**src/rtl/mips_multicycle_controller_pkg.sv**
```systemverilog
`default_nettype none
// ============================================================================
//  Module  : mips_ctrl_pkg
//  Purpose : Shared encodings for the multi-cycle MIPS control FSM: opcodes,
//            ALUOp, ALU B-source and PC-source selects, state enum and the
//            packed control word produced by the output decoder.
//  Options : ILLEGAL_OP_TRAP_EN (TRAP state is reachable only when defined)
//  Rev     : 1.0  initial release
// ============================================================================
package mips_ctrl_pkg;

    // Opcodes (IR[31:26])
    localparam logic [5:0] OPC_RTYPE = 6'b000000;
    localparam logic [5:0] OPC_LW    = 6'b100011;
    localparam logic [5:0] OPC_SW    = 6'b101011;
    localparam logic [5:0] OPC_BEQ   = 6'b000100;
    localparam logic [5:0] OPC_SLTI  = 6'b001010;
    localparam logic [5:0] OPC_J     = 6'b000010;

    // ALUOp handed to the ALU controller
    localparam logic [1:0] ALUOP_ADD  = 2'b00;
    localparam logic [1:0] ALUOP_SUB  = 2'b01;
    localparam logic [1:0] ALUOP_SLT  = 2'b10;
    localparam logic [1:0] ALUOP_FUNC = 2'b11;

    // ALU B operand select
    localparam logic [1:0] ALUB_RT     = 2'b00;
    localparam logic [1:0] ALUB_FOUR   = 2'b01;
    localparam logic [1:0] ALUB_IMM    = 2'b10;
    localparam logic [1:0] ALUB_IMM_SH = 2'b11;

    // PC source select
    localparam logic [1:0] PCSRC_ALU    = 2'b00;
    localparam logic [1:0] PCSRC_ALUOUT = 2'b01;
    localparam logic [1:0] PCSRC_JUMP   = 2'b10;

    // Fixed state encoding; 14 and 15 are unused and recover to INIT
    typedef enum logic [3:0] {
        S_INIT     = 4'd0,
        S_FETCH    = 4'd1,
        S_DECODE   = 4'd2,
        S_MEM_ADDR = 4'd3,
        S_MEM_RD   = 4'd4,
        S_WB_LW    = 4'd5,
        S_MEM_WR   = 4'd6,
        S_R_EX     = 4'd7,
        S_R_WB     = 4'd8,
        S_BEQ_EX   = 4'd9,
        S_SLTI_EX  = 4'd10,
        S_SLTI_WB  = 4'd11,
        S_JUMP     = 4'd12,
        S_TRAP     = 4'd13
    } ctrl_state_t;

    typedef struct packed {
        logic       pc_write;
        logic       pc_write_cond;
        logic [1:0] pc_src;
        logic       i_or_d;
        logic       mem_read;
        logic       mem_write;
        logic       ir_write;
        logic       mem_to_reg;
        logic       reg_dst;
        logic       reg_write;
        logic       alu_src_a;
        logic [1:0] alu_src_b;
        logic [1:0] alu_op;
        logic       illegal;
    } ctrl_word_t;

endpackage
`default_nettype wire

```
**src/rtl/mips_multicycle_controller_if.sv**
```systemverilog
`default_nettype none
// ============================================================================
//  Module  : mips_multicycle_controller_if
//  Purpose : Bundle between the control FSM (master) and the datapath
//            (slave): opcode and memory handshake in, control word out.
//  Rev     : 1.0  initial release
// ============================================================================
interface mips_multicycle_controller_if #(
    parameter int OPW  = 6,
    parameter int SW_W = 4
);
    logic [OPW-1:0]  opcode;
    logic            mem_ready;
    logic            pc_write;
    logic            pc_write_cond;
    logic [1:0]      pc_src;
    logic            i_or_d;
    logic            mem_read;
    logic            mem_write;
    logic            ir_write;
    logic            mem_to_reg;
    logic            reg_dst;
    logic            reg_write;
    logic            alu_src_a;
    logic [1:0]      alu_src_b;
    logic [1:0]      alu_op;
    logic            illegal;
    logic [SW_W-1:0] state_dbg;

    modport master (
        input  opcode, mem_ready,
        output pc_write, pc_write_cond, pc_src, i_or_d, mem_read, mem_write,
               ir_write, mem_to_reg, reg_dst, reg_write, alu_src_a,
               alu_src_b, alu_op, illegal, state_dbg
    );

    modport slave (
        output opcode, mem_ready,
        input  pc_write, pc_write_cond, pc_src, i_or_d, mem_read, mem_write,
               ir_write, mem_to_reg, reg_dst, reg_write, alu_src_a,
               alu_src_b, alu_op, illegal, state_dbg
    );
endinterface
`default_nettype wire

```
**src/rtl/mips_multicycle_controller_outdec.sv**
```systemverilog
`default_nettype none
// ============================================================================
//  Module  : mips_ctrl_outdec
//  Purpose : Combinational state -> control-word decoder. Moore outputs,
//            except pc_write/ir_write in FETCH which follow mem_ready.
//  Options : ILLEGAL_OP_TRAP_EN (drives illegal in TRAP)
//  Rev     : 1.0  initial release
// ============================================================================
module mips_ctrl_outdec
    import mips_ctrl_pkg::*;
(
    input  ctrl_state_t state_i,
    input  logic        mem_ready_i,
    output ctrl_word_t  ctrl_o
);

    // Every field defaults to 0; each state raises only what it needs
    always_comb begin
        ctrl_o = '0;
        case (state_i)
            S_FETCH: begin
                ctrl_o.mem_read  = 1'b1;
                ctrl_o.alu_src_b = ALUB_FOUR;
                ctrl_o.alu_op    = ALUOP_ADD;
                ctrl_o.pc_src    = PCSRC_ALU;
                ctrl_o.ir_write  = mem_ready_i;
                ctrl_o.pc_write  = mem_ready_i;
            end
            S_DECODE: begin
                // Branch target precomputed into ALUOut
                ctrl_o.alu_src_b = ALUB_IMM_SH;
                ctrl_o.alu_op    = ALUOP_ADD;
            end
            S_MEM_ADDR: begin
                ctrl_o.alu_src_a = 1'b1;
                ctrl_o.alu_src_b = ALUB_IMM;
                ctrl_o.alu_op    = ALUOP_ADD;
            end
            S_MEM_RD: begin
                ctrl_o.mem_read = 1'b1;
                ctrl_o.i_or_d   = 1'b1;
            end
            S_WB_LW: begin
                ctrl_o.reg_write  = 1'b1;
                ctrl_o.mem_to_reg = 1'b1;
            end
            S_MEM_WR: begin
                ctrl_o.mem_write = 1'b1;
                ctrl_o.i_or_d    = 1'b1;
            end
            S_R_EX: begin
                ctrl_o.alu_src_a = 1'b1;
                ctrl_o.alu_src_b = ALUB_RT;
                ctrl_o.alu_op    = ALUOP_FUNC;
            end
            S_R_WB: begin
                ctrl_o.reg_write = 1'b1;
                ctrl_o.reg_dst   = 1'b1;
            end
            S_BEQ_EX: begin
                ctrl_o.alu_src_a     = 1'b1;
                ctrl_o.alu_src_b     = ALUB_RT;
                ctrl_o.alu_op        = ALUOP_SUB;
                ctrl_o.pc_write_cond = 1'b1;
                ctrl_o.pc_src        = PCSRC_ALUOUT;
            end
            S_SLTI_EX: begin
                ctrl_o.alu_src_a = 1'b1;
                ctrl_o.alu_src_b = ALUB_IMM;
                ctrl_o.alu_op    = ALUOP_SLT;
            end
            S_SLTI_WB: begin
                ctrl_o.reg_write = 1'b1;
            end
            S_JUMP: begin
                ctrl_o.pc_write = 1'b1;
                ctrl_o.pc_src   = PCSRC_JUMP;
            end
`ifdef ILLEGAL_OP_TRAP_EN
            S_TRAP: begin
                ctrl_o.illegal = 1'b1;
            end
`endif
            default: ctrl_o = '0;
        endcase
    end

endmodule
`default_nettype wire

```
**src/rtl/mips_multicycle_controller.sv**
```systemverilog
`default_nettype none
// ============================================================================
//  Module  : mips_multicycle_controller
//  Purpose : Main control FSM of the multi-cycle MIPS datapath. Sequences one
//            state per clock, stalls memory states on mem_ready.
//  Options : ILLEGAL_OP_TRAP_EN - unknown opcode locks into TRAP until reset;
//            when undefined an unknown opcode behaves as a NOP.
//  Rev     : 1.0  initial release
// ============================================================================
module mips_multicycle_controller
    import mips_ctrl_pkg::*;
#(
    parameter int OPW  = 6,
    parameter int SW_W = 4
) (
    input  wire                          clk,
    input  wire                          rst_n,
    mips_multicycle_controller_if.master bus
);

    ctrl_state_t    state_q;
    ctrl_state_t    state_d;
    ctrl_word_t     ctrl_w;
    logic [OPW-1:0] opcode_w;

    assign opcode_w = bus.opcode;

    // State register; reset aborts any instruction in flight
    always_ff @(posedge clk or negedge rst_n) begin
        if (!rst_n) begin
            state_q <= S_INIT;
        end else begin
            state_q <= state_d;
        end
    end

    // Next-state logic; unused encodings fall back to INIT
    always_comb begin
        state_d = S_INIT;
        case (state_q)
            S_INIT:     state_d = S_FETCH;
            S_FETCH:    state_d = bus.mem_ready ? S_DECODE : S_FETCH;
            S_DECODE: begin
                case (opcode_w)
                    OPW'(OPC_LW),
                    OPW'(OPC_SW):    state_d = S_MEM_ADDR;
                    OPW'(OPC_RTYPE): state_d = S_R_EX;
                    OPW'(OPC_BEQ):   state_d = S_BEQ_EX;
                    OPW'(OPC_SLTI):  state_d = S_SLTI_EX;
                    OPW'(OPC_J):     state_d = S_JUMP;
`ifdef ILLEGAL_OP_TRAP_EN
                    default:         state_d = S_TRAP;
`else
                    default:         state_d = S_FETCH;
`endif
                endcase
            end
            S_MEM_ADDR: state_d = (opcode_w == OPW'(OPC_LW)) ? S_MEM_RD : S_MEM_WR;
            S_MEM_RD:   state_d = bus.mem_ready ? S_WB_LW : S_MEM_RD;
            S_WB_LW:    state_d = S_FETCH;
            S_MEM_WR:   state_d = bus.mem_ready ? S_FETCH : S_MEM_WR;
            S_R_EX:     state_d = S_R_WB;
            S_R_WB:     state_d = S_FETCH;
            S_BEQ_EX:   state_d = S_FETCH;
            S_SLTI_EX:  state_d = S_SLTI_WB;
            S_SLTI_WB:  state_d = S_FETCH;
            S_JUMP:     state_d = S_FETCH;
`ifdef ILLEGAL_OP_TRAP_EN
            S_TRAP:     state_d = S_TRAP;
`endif
            default:    state_d = S_INIT;
        endcase
    end

    mips_ctrl_outdec u_outdec (
        .state_i     (state_q),
        .mem_ready_i (bus.mem_ready),
        .ctrl_o      (ctrl_w)
    );

    assign bus.pc_write      = ctrl_w.pc_write;
    assign bus.pc_write_cond = ctrl_w.pc_write_cond;
    assign bus.pc_src        = ctrl_w.pc_src;
    assign bus.i_or_d        = ctrl_w.i_or_d;
    assign bus.mem_read      = ctrl_w.mem_read;
    assign bus.mem_write     = ctrl_w.mem_write;
    assign bus.ir_write      = ctrl_w.ir_write;
    assign bus.mem_to_reg    = ctrl_w.mem_to_reg;
    assign bus.reg_dst       = ctrl_w.reg_dst;
    assign bus.reg_write     = ctrl_w.reg_write;
    assign bus.alu_src_a     = ctrl_w.alu_src_a;
    assign bus.alu_src_b     = ctrl_w.alu_src_b;
    assign bus.alu_op        = ctrl_w.alu_op;
    assign bus.illegal       = ctrl_w.illegal;
    assign bus.state_dbg     = SW_W'(state_q);

endmodule
`default_nettype wire

```
**src/flat_wrapper.sv**
```systemverilog
// flat-port wrapper written by rule: the top's interface ports become plain ports
module mips_multicycle_controller_flat import mips_ctrl_pkg::*;
#(
    parameter int OPW  = 6,
    parameter int SW_W = 4
)
  (clk, rst_n, bus_opcode, bus_mem_ready, bus_pc_write, bus_pc_write_cond, bus_pc_src, bus_i_or_d, bus_mem_read, bus_mem_write, bus_ir_write, bus_mem_to_reg, bus_reg_dst, bus_reg_write, bus_alu_src_a, bus_alu_src_b, bus_alu_op, bus_illegal, bus_state_dbg);
  mips_multicycle_controller_if #(.OPW(OPW), .SW_W(SW_W)) bus_i ();
  input  wire clk;
  input  wire rst_n;
  input wire logic [$bits(bus_i.opcode)-1:0] bus_opcode;
  input wire logic [$bits(bus_i.mem_ready)-1:0] bus_mem_ready;
  output wire logic [$bits(bus_i.pc_write)-1:0] bus_pc_write;
  output wire logic [$bits(bus_i.pc_write_cond)-1:0] bus_pc_write_cond;
  output wire logic [$bits(bus_i.pc_src)-1:0] bus_pc_src;
  output wire logic [$bits(bus_i.i_or_d)-1:0] bus_i_or_d;
  output wire logic [$bits(bus_i.mem_read)-1:0] bus_mem_read;
  output wire logic [$bits(bus_i.mem_write)-1:0] bus_mem_write;
  output wire logic [$bits(bus_i.ir_write)-1:0] bus_ir_write;
  output wire logic [$bits(bus_i.mem_to_reg)-1:0] bus_mem_to_reg;
  output wire logic [$bits(bus_i.reg_dst)-1:0] bus_reg_dst;
  output wire logic [$bits(bus_i.reg_write)-1:0] bus_reg_write;
  output wire logic [$bits(bus_i.alu_src_a)-1:0] bus_alu_src_a;
  output wire logic [$bits(bus_i.alu_src_b)-1:0] bus_alu_src_b;
  output wire logic [$bits(bus_i.alu_op)-1:0] bus_alu_op;
  output wire logic [$bits(bus_i.illegal)-1:0] bus_illegal;
  output wire logic [$bits(bus_i.state_dbg)-1:0] bus_state_dbg;
  assign bus_i.opcode = bus_opcode;
  assign bus_i.mem_ready = bus_mem_ready;
  assign bus_pc_write = bus_i.pc_write;
  assign bus_pc_write_cond = bus_i.pc_write_cond;
  assign bus_pc_src = bus_i.pc_src;
  assign bus_i_or_d = bus_i.i_or_d;
  assign bus_mem_read = bus_i.mem_read;
  assign bus_mem_write = bus_i.mem_write;
  assign bus_ir_write = bus_i.ir_write;
  assign bus_mem_to_reg = bus_i.mem_to_reg;
  assign bus_reg_dst = bus_i.reg_dst;
  assign bus_reg_write = bus_i.reg_write;
  assign bus_alu_src_a = bus_i.alu_src_a;
  assign bus_alu_src_b = bus_i.alu_src_b;
  assign bus_alu_op = bus_i.alu_op;
  assign bus_illegal = bus_i.illegal;
  assign bus_state_dbg = bus_i.state_dbg;
  mips_multicycle_controller #(.OPW(OPW), .SW_W(SW_W)) u_core (.clk(clk), .rst_n(rst_n), .bus(bus_i));
endmodule
```
**config.mk**
```make
export PLATFORM = sky130hd
export DESIGN_NAME = mips_multicycle_controller_flat
export DESIGN_NICKNAME = d
export VERILOG_FILES = /design/src/rtl/mips_multicycle_controller_pkg.sv /design/src/rtl/mips_multicycle_controller_if.sv /design/src/rtl/mips_multicycle_controller_outdec.sv /design/src/rtl/mips_multicycle_controller.sv /design/src/flat_wrapper.sv
export SDC_FILE = /design/constraint.sdc
export NUM_CORES = 1
export LEC_CHECK = 0
export CORE_AREA = 2 2 45 47
export DETAILED_ROUTE_END_ITERATION = 10
export DIE_AREA = 0 0 47 49
export GPL_TIMING_DRIVEN = 0
export PLACE_DENSITY = 0.68
export SYNTH_ARGS = -nofsm -noshare
export SYNTH_HDL_FRONTEND = slang
export SYNTH_HIERARCHICAL = 1
export SYNTH_SLANG_ARGS = --single-unit
```
**constraint.sdc**
```tcl
create_clock -name clk -period 2.6 [get_ports clk]
set_input_delay 0.52 -clock clk [delete_from_list [all_inputs] [get_ports clk]]
set_output_delay 0.52 -clock clk [all_outputs]
set_load 0.01 [all_outputs]
```
==> results.py, run 1 <==
metrics = {
    "outcome": {
        "status": "finished clean",
    },
    "routing": {
        "routed-via-count": 695,
        "post-route-drc-count": 0,
        "drt_iter0_drc": 13,
        "via_per_inst": 5.07,
        "firstDrtPassIters": 4,
        "drt-total-wl_microns": 1490,
        "ant_nets": 0,
        "avgRoutedWirePerCell_microns": 10.8,
    },
    "pwr": {
        "switching_power_w": 0.000372,
        "power.leakage_nw": 0.329,
        "p_sw_share_pct": 43.7,
        "peakVddDrop_mv": 0.480,
        "seqPwrFrac_pct": 15.0,
        "p_int_w": 0.000479,
        "p_total_w": 0.000850,
        "power_frac_clock_pct": 9.7,
        "powerDensity_nw_per_um2": 912,
        "p_comb_share_pct": 75.3,
    },
    "timing": {
        "fin_skew_ns": 0.00636,
        "finalCritPeriodShare_pct": 95.5,
        "slew_violations": 0,
        "fin_tns_setup_ns": 0,
        "finalSetupViolations": 0,
        "rsz0062_at_grt": "false",
        "setup_slack_ns": 0.116,
        "fmax_mhz": 403,
        "period_needed_ns": 2.48,
        "fin_hold_ws_ns": 0.477,
        "hold_viol": 0,
    },
    "clock_tree": {
        "cts-root-buf": "clkbuf_4",
        "cts_max_level": 1,
        "cts_hold_buf": 0,
        "cts_buffer_depth": 2,
        "clk_latency_ns": 0.25,
        "post_cts_buffers": 0,
        "cts_sinks": 4,
        "clkTransAtPathRegs_ns": 0.04,
        "numCtsBuffers": 3,
        "cts_tree": "built",
        "ctsResizeCount": 0,
    },
    "logic_synthesis": {
        "ys_warn_count": 6,
        "ys.flop_type": "dfrtp_1",
        "synth_edf_count": 0,
        "netlist_area_sq_um": 589,
        "avgSynthCellArea_sq_um": 7.46,
        "yosysTopAreaCell": "dfrtp_1",
        "async_flop_share_pct": 100,
        "seq_area_frac_synth_pct": 17.0,
        "ys_ff_latch": 4,
        "syn_nets": 88,
        "netlist-cell-type-count": 34,
        "yosysTopAreaCellShare_pct": 17.0,
        "synth_area_leaders": "dfrtp_1 17%, nand3b_1 6.4%, a21oi_1 5.9%",
        "syn_inst": 79,
    },
    "floorplan": {
        "die_h_microns": 49,
        "core_sq_um": 1840,
        "rows": 16,
        "die_w_microns": 47,
        "dieArea_sq_um": 2300,
        "start_util_pct": 32.0,
        "io_pins": 30,
    },
    "cells_and_area": {
        "largest_reg_flops": 4,
        "antenna_cells": 0,
        "drive_gt1_share_pct": 11.8,
        "layout.nets": 121,
        "final_cell_mix": "28 x clkdlybuf4s50_1, 7 x nor2_1, 7 x a21oi_1",
        "area_growth_pct": 58.2,
        "final_area_sq_um": 932,
        "final_common_cell": "clkdlybuf4s50_1",
    },
    "global_routing": {
        "grt_usage_pct": 13.1,
        "grt.overflow.total": 0,
        "antenna_found_initial": 0,
        "grt_first_pass_wirelength_microns": 2280,
        "grt_max_degree": 14,
        "grt_pass1_vias": 557,
    },
    "setup_path": {
        "critical_path.startpoint_type": "primary input",
        "path_max_fanout": 7,
        "crit_type": "in -> out",
        "ff2ff_path_depth": 5,
        "cp_data_arrival_time_ns": 1.96,
        "worstSetupEndpointType": "output port",
        "required_ns": 2.08,
    },
    "place": {
        "io_buffers": 28,
        "dp_hpwl_microns": 1130,
        "gp_congestion": 0.783,
        "dp_slack_ns": 0.118,
        "dpl_cell_area_sq_um": 903,
    },
    "run": {
        "max_cap_viol_count": 0,
    },
    "min_path": {
        "worst_hold_path_type": "in -> async",
    },
}
[cells in the mapped netlist (3+ instances only)]
library cell,count
buf_4,4
buf_2,3
nand2b_1,4
nand3b_1,5
nor3_1,5
dfrtp_1,4
o21ai_0,4
nor2_1,7
a21oi_1,7
[kinds of logic (layout without fill, tap and decap cells)]
group / Yosys count / count (layout) / synth area share [%]
xor gates and xnor gates: 4 / 4 / 5.95
buffers and inverters: 11 / 42 / 12.7
and+or+nand+nor: 39 / 39 / 42.0
muxes: 1 / 1 / 1.70
AOI/OAI and AO/OA: 19 / 19 / 20.0
other: 1 / 1 / 0.636
DFF: 4 / 4 / 17.0
[layout make-up]
type / count / area [sq um]
plain buffers: 9 / 67.6
fillers: 186 / 910
clock buffers: 3 / 22.5
well taps: 27 / 33.8
flip-flops and latches: 4 / 100
multi-input cells: 64 / 420
inverters: 2 / 7.51
repair buffers: 28 / 280
[path summary, 6_finish.rpt]
path                       slack [ns]                                end                               from
max                              0.12                       bus_pc_write                      bus_mem_ready
min                              0.48  u_core/bus.state_dbg[0]$_DFF_PN0_                              rst_n
max reg2reg                      1.10  u_core/bus.state_dbg[0]$_DFF_PN0_  u_core/bus.state_dbg[0]$_DFF_PN0_
min reg2reg                      0.63  u_core/bus.state_dbg[2]$_DFF_PN0_  u_core/bus.state_dbg[3]$_DFF_PN0_
max in group asynchronous        1.95  u_core/bus.state_dbg[3]$_DFF_PN0_                              rst_n
min in group clk                 0.63  u_core/bus.state_dbg[2]$_DFF_PN0_  u_core/bus.state_dbg[3]$_DFF_PN0_
[critical path: stages]
cell             delay [ns]
clkdlybuf4s50_1        0.59
nand4bb_1              0.14
a21oi_1                0.16
clkdlybuf4s50_1        0.55
[layer usage]
metal	track usage [%]	vias to the layer above	wire (microns)
met3	2.59	4	123
li1	-	357	-
met2	21.2	32	685
met5	0	-	0
met1	15.6	302	644
met4	6.94	0	31
[through the flow]
step,std cells,util [%]
2_1_floorplan,79,-
3_3_place_gp,134,49.0
3_5_place_dp,134,49.0
4_1_cts,137,50.3
5_1_grt,137,50.6
6_report,137,50.6
[power by group through the flow]
stage | registers (W) | clock network (W) | logic (W)
floorplan | 0.000128 | 0 | 0.000364
global placement | 0.000129 | 0 | 0.000627
detailed placement | 0.000128 | 0 | 0.000633
CTS | 0.000128 | 0.0000877 | 0.000636
global route | 0.000132 | 0.0000914 | 0.000706
finish | 0.000128 | 0.0000825 | 0.000640
Note: power is estimated with default switching activity, not from simulation.
==> inputs of run 2 (changes only) <==
--- a/config.mk
+++ b/config.mk
@@ -5,12 +5,12 @@
 export SDC_FILE = /design/constraint.sdc
 export NUM_CORES = 1
 export LEC_CHECK = 0
-export CORE_AREA = 2 2 45 47
+export CORE_AREA = 2 2 42 44
 export DETAILED_ROUTE_END_ITERATION = 10
-export DIE_AREA = 0 0 47 49
+export DIE_AREA = 0 0 44 46
+export GPL_ROUTABILITY_DRIVEN = 0
 export GPL_TIMING_DRIVEN = 0
-export PLACE_DENSITY = 0.68
+export PLACE_DENSITY = 0.72
 export SYNTH_ARGS = -nofsm -noshare
 export SYNTH_HDL_FRONTEND = slang
-export SYNTH_HIERARCHICAL = 1
 export SYNTH_SLANG_ARGS = --single-unit
==> results.py, run 2 <==
metrics = {
    "global_routing": {
        "grt_max_degree": 11,
        "grt_usage_pct": 15.4,
        "grt.overflow.total": 0,
        "antenna_found_initial": 0,
        "grt_first_pass_wirelength_microns": 2300,
        "grt_pass1_vias": 525,
    },
    "setup_path": {
        "worstSetupEndpointType": "output port",
        "critPathSlowestCell": "clkdlybuf4s50_1",
        "slowest_delay_ns": 0.59,
        "critical_path.startpoint_type": "primary input",
        "path_cells": "clkdlybuf4s50_1 -> nand2_1 -> nor2_1 -> or2_1 -> clkdlybuf4s50_1",
        "required_ns": 2.08,
        "crit_family": "buffers and inverters",
        "crit_type": "in -> out",
        "path_common_cell": "clkdlybuf4s50_1",
        "cp_data_arrival_time_ns": 1.95,
        "critPathBufInv": 2,
        "path_max_fanout": 6,
    },
    "clock_tree": {
        "post_cts_buffers": 0,
        "cts_hold_buf": 0,
        "cts-root-buf": "clkbuf_4",
        "cts_tree": "built",
        "clk_latency_ns": 0.24,
        "numCtsBuffers": 3,
        "clkTransAtPathRegs_ns": 0.04,
        "cts_max_level": 1,
        "ctsResizeCount": 0,
        "cts_buffer_depth": 2,
        "cts_sinks": 4,
    },
    "cells_and_area": {
        "largest_reg_flops": 4,
        "area_growth_pct": 61.8,
        "drive_gt1_share_pct": 12.4,
        "stdcell_count": 122,
        "antenna_cells": 0,
        "layout.nets": 116,
        "final_cell_mix": "28 x clkdlybuf4s50_1, 10 x nor2_1, 6 x a21oi_1",
        "final.fill_count": 173,
        "final_common_cell": "clkdlybuf4s50_1",
    },
    "timing": {
        "fmax_mhz": 405,
        "fin_tns_setup_ns": 0,
        "finalCritPeriodShare_pct": 94.9,
        "slew_violations": 0,
        "fin_skew_ns": 0.00725,
        "hold_viol": 0,
        "period_needed_ns": 2.47,
        "finalSetupViolations": 0,
        "rsz0062_at_grt": "false",
        "setup_slack_ns": 0.134,
    },
    "logic_synthesis": {
        "yosysMostFrequentCell": "nor2_1",
        "syn_inst": 74,
        "synth_area_leaders": "dfrtp_1 19%, nor2_1 7.2%, a21oi_1 5.7%",
        "ys_warn_count": 0,
        "yosysTopAreaCellShare_pct": 19.1,
        "ys.flop_type": "dfrtp_1",
        "ys_top_cells_by_count": "10 x nor2_1, 6 x a21oi_1, 5 x buf_2",
        "syn_nets": 83,
        "yosysTopAreaCell": "dfrtp_1",
        "netlist_area_sq_um": 524,
        "netlist-cell-type-count": 34,
        "synth_edf_count": 0,
        "seq_area_frac_synth_pct": 19.1,
        "async_flop_share_pct": 100,
        "avgSynthCellArea_sq_um": 7.08,
        "ys_ff_latch": 4,
    },
    "routing": {
        "avgRoutedWirePerCell_microns": 11.8,
        "drt_iter0_drc": 7,
        "ant_nets": 0,
        "routed-via-count": 650,
        "via_per_inst": 5.33,
        "post-route-drc-count": 0,
        "firstDrtPassIters": 3,
        "drt-total-wl_microns": 1440,
    },
    "run": {
        "max_cap_viol_count": 0,
    },
    "floorplan": {
        "rows": 15,
        "core_sq_um": 1610,
        "die_w_microns": 44,
        "start_util_pct": 32.5,
        "die_h_microns": 46,
        "dieArea_sq_um": 2020,
        "io_pins": 30,
    },
    "place": {
        "dp_hpwl_microns": 1080,
        "dp_slack_ns": 0.118,
        "io_buffers": 28,
        "dpl.cell_count": 119,
    },
    "outcome": {
        "status": "finished clean",
    },
    "pwr": {
        "p_sw_share_pct": 43.1,
        "powerDensity_nw_per_um2": 939,
        "peakVddDrop_mv": 0.394,
        "p_comb_share_pct": 76.5,
        "switching_power_w": 0.000344,
        "power_frac_clock_pct": 9.8,
        "power.leakage_nw": 0.333,
        "p_int_w": 0.000453,
        "seqPwrFrac_pct": 13.7,
    },
    "min_path": {
        "worst_hold_path_type": "in -> async",
    },
}
==> run 2: metrics by stage <==
step | cell area, sq um | util, % | hold WS (ns) | total power (W)
after floorplan | 524 | - | 0.224 | 0.000445
after global placement | 826 | 51.2 | 0.708 | 0.000712
after detailed placement | 826 | 51.2 | 0.710 | 0.000717
after CTS | 848 | 52.6 | 0.477 | 0.000797
after global routing | 848 | 52.6 | 0.493 | 0.000863
final | 848 | 52.6 | 0.473 | 0.000797
==> run 2: logic make-up after synthesis <==
kind of cell,after synthesis,share of synthesized area [%]
AOI/OAI and AO/OA,22,27.9
xor gates and xnor gates,2,3.34
DFF,4,19.1
muxes,2,3.82
and+or+nand+nor,35,36.8
buffers and inverters,8,8.35
other,1,0.715
==> run 2: cell type report <==
cell class	count	area, sq um	share of cell area [%]
clock buffers	3	22.5	2.65
flip-flops and latches	4	100	11.8
inverters	1	3.75	0.442
multi-input cells	62	380	44.8
repair buffers	28	280	33.0
well taps	17	21.3	2.51
plain buffers	7	40.0	4.72
==> run 2: power groups by stage <==
| stage | clock, W | combinational, W | sequential (W) |
|---|---|---|---|
| finish | 0.0000777 | 0.000610 | 0.000109 |
| global route | 0.0000836 | 0.000666 | 0.000113 |
| global placement | 0 | 0.000602 | 0.000110 |
| CTS | 0.0000792 | 0.000609 | 0.000109 |
| detailed placement | 0 | 0.000607 | 0.000110 |
| floorplan | 0 | 0.000328 | 0.000117 |
==> run 2: path summary, 6_finish.rpt <==
check | cells after the start | slack (ns) | start | to
max in group asynchronous | 1 | 1.96 | rst_n | u_core.bus.state_dbg[2]$_DFF_PN0_
setup reg to reg | 5 | 1.28 | u_core.bus.state_dbg[0]$_DFF_PN0_ | u_core.bus.state_dbg[1]$_DFF_PN0_
hold / removal | 1 | 0.47 | rst_n | u_core.bus.state_dbg[1]$_DFF_PN0_
setup / recovery | 5 | 0.13 | bus_mem_ready | bus_pc_write
min in group clk | 3 | 0.71 | u_core.bus.state_dbg[2]$_DFF_PN0_ | u_core.bus.state_dbg[1]$_DFF_PN0_
hold reg to reg | 3 | 0.71 | u_core.bus.state_dbg[2]$_DFF_PN0_ | u_core.bus.state_dbg[1]$_DFF_PN0_
==> run 2: worst register-to-register path, stage by stage (launching register included) <==
cell and delay (ns):
dfrtp_1 0.36, buf_2 0.18, nor2b_2 0.14, nand3_1 0.09, a21o_1 0.19, o311ai_2 0.27
==> run 2: routing by layer <==
layer  wire, microns  global-route usage [%]  vias to the layer above
met5               0                       0                        -
met4              18                    7.88                        0
met3             124                    2.78                        2
met2             659                    25.6                       30
met1             634                    18.9                      293
li1                -                       -                      325
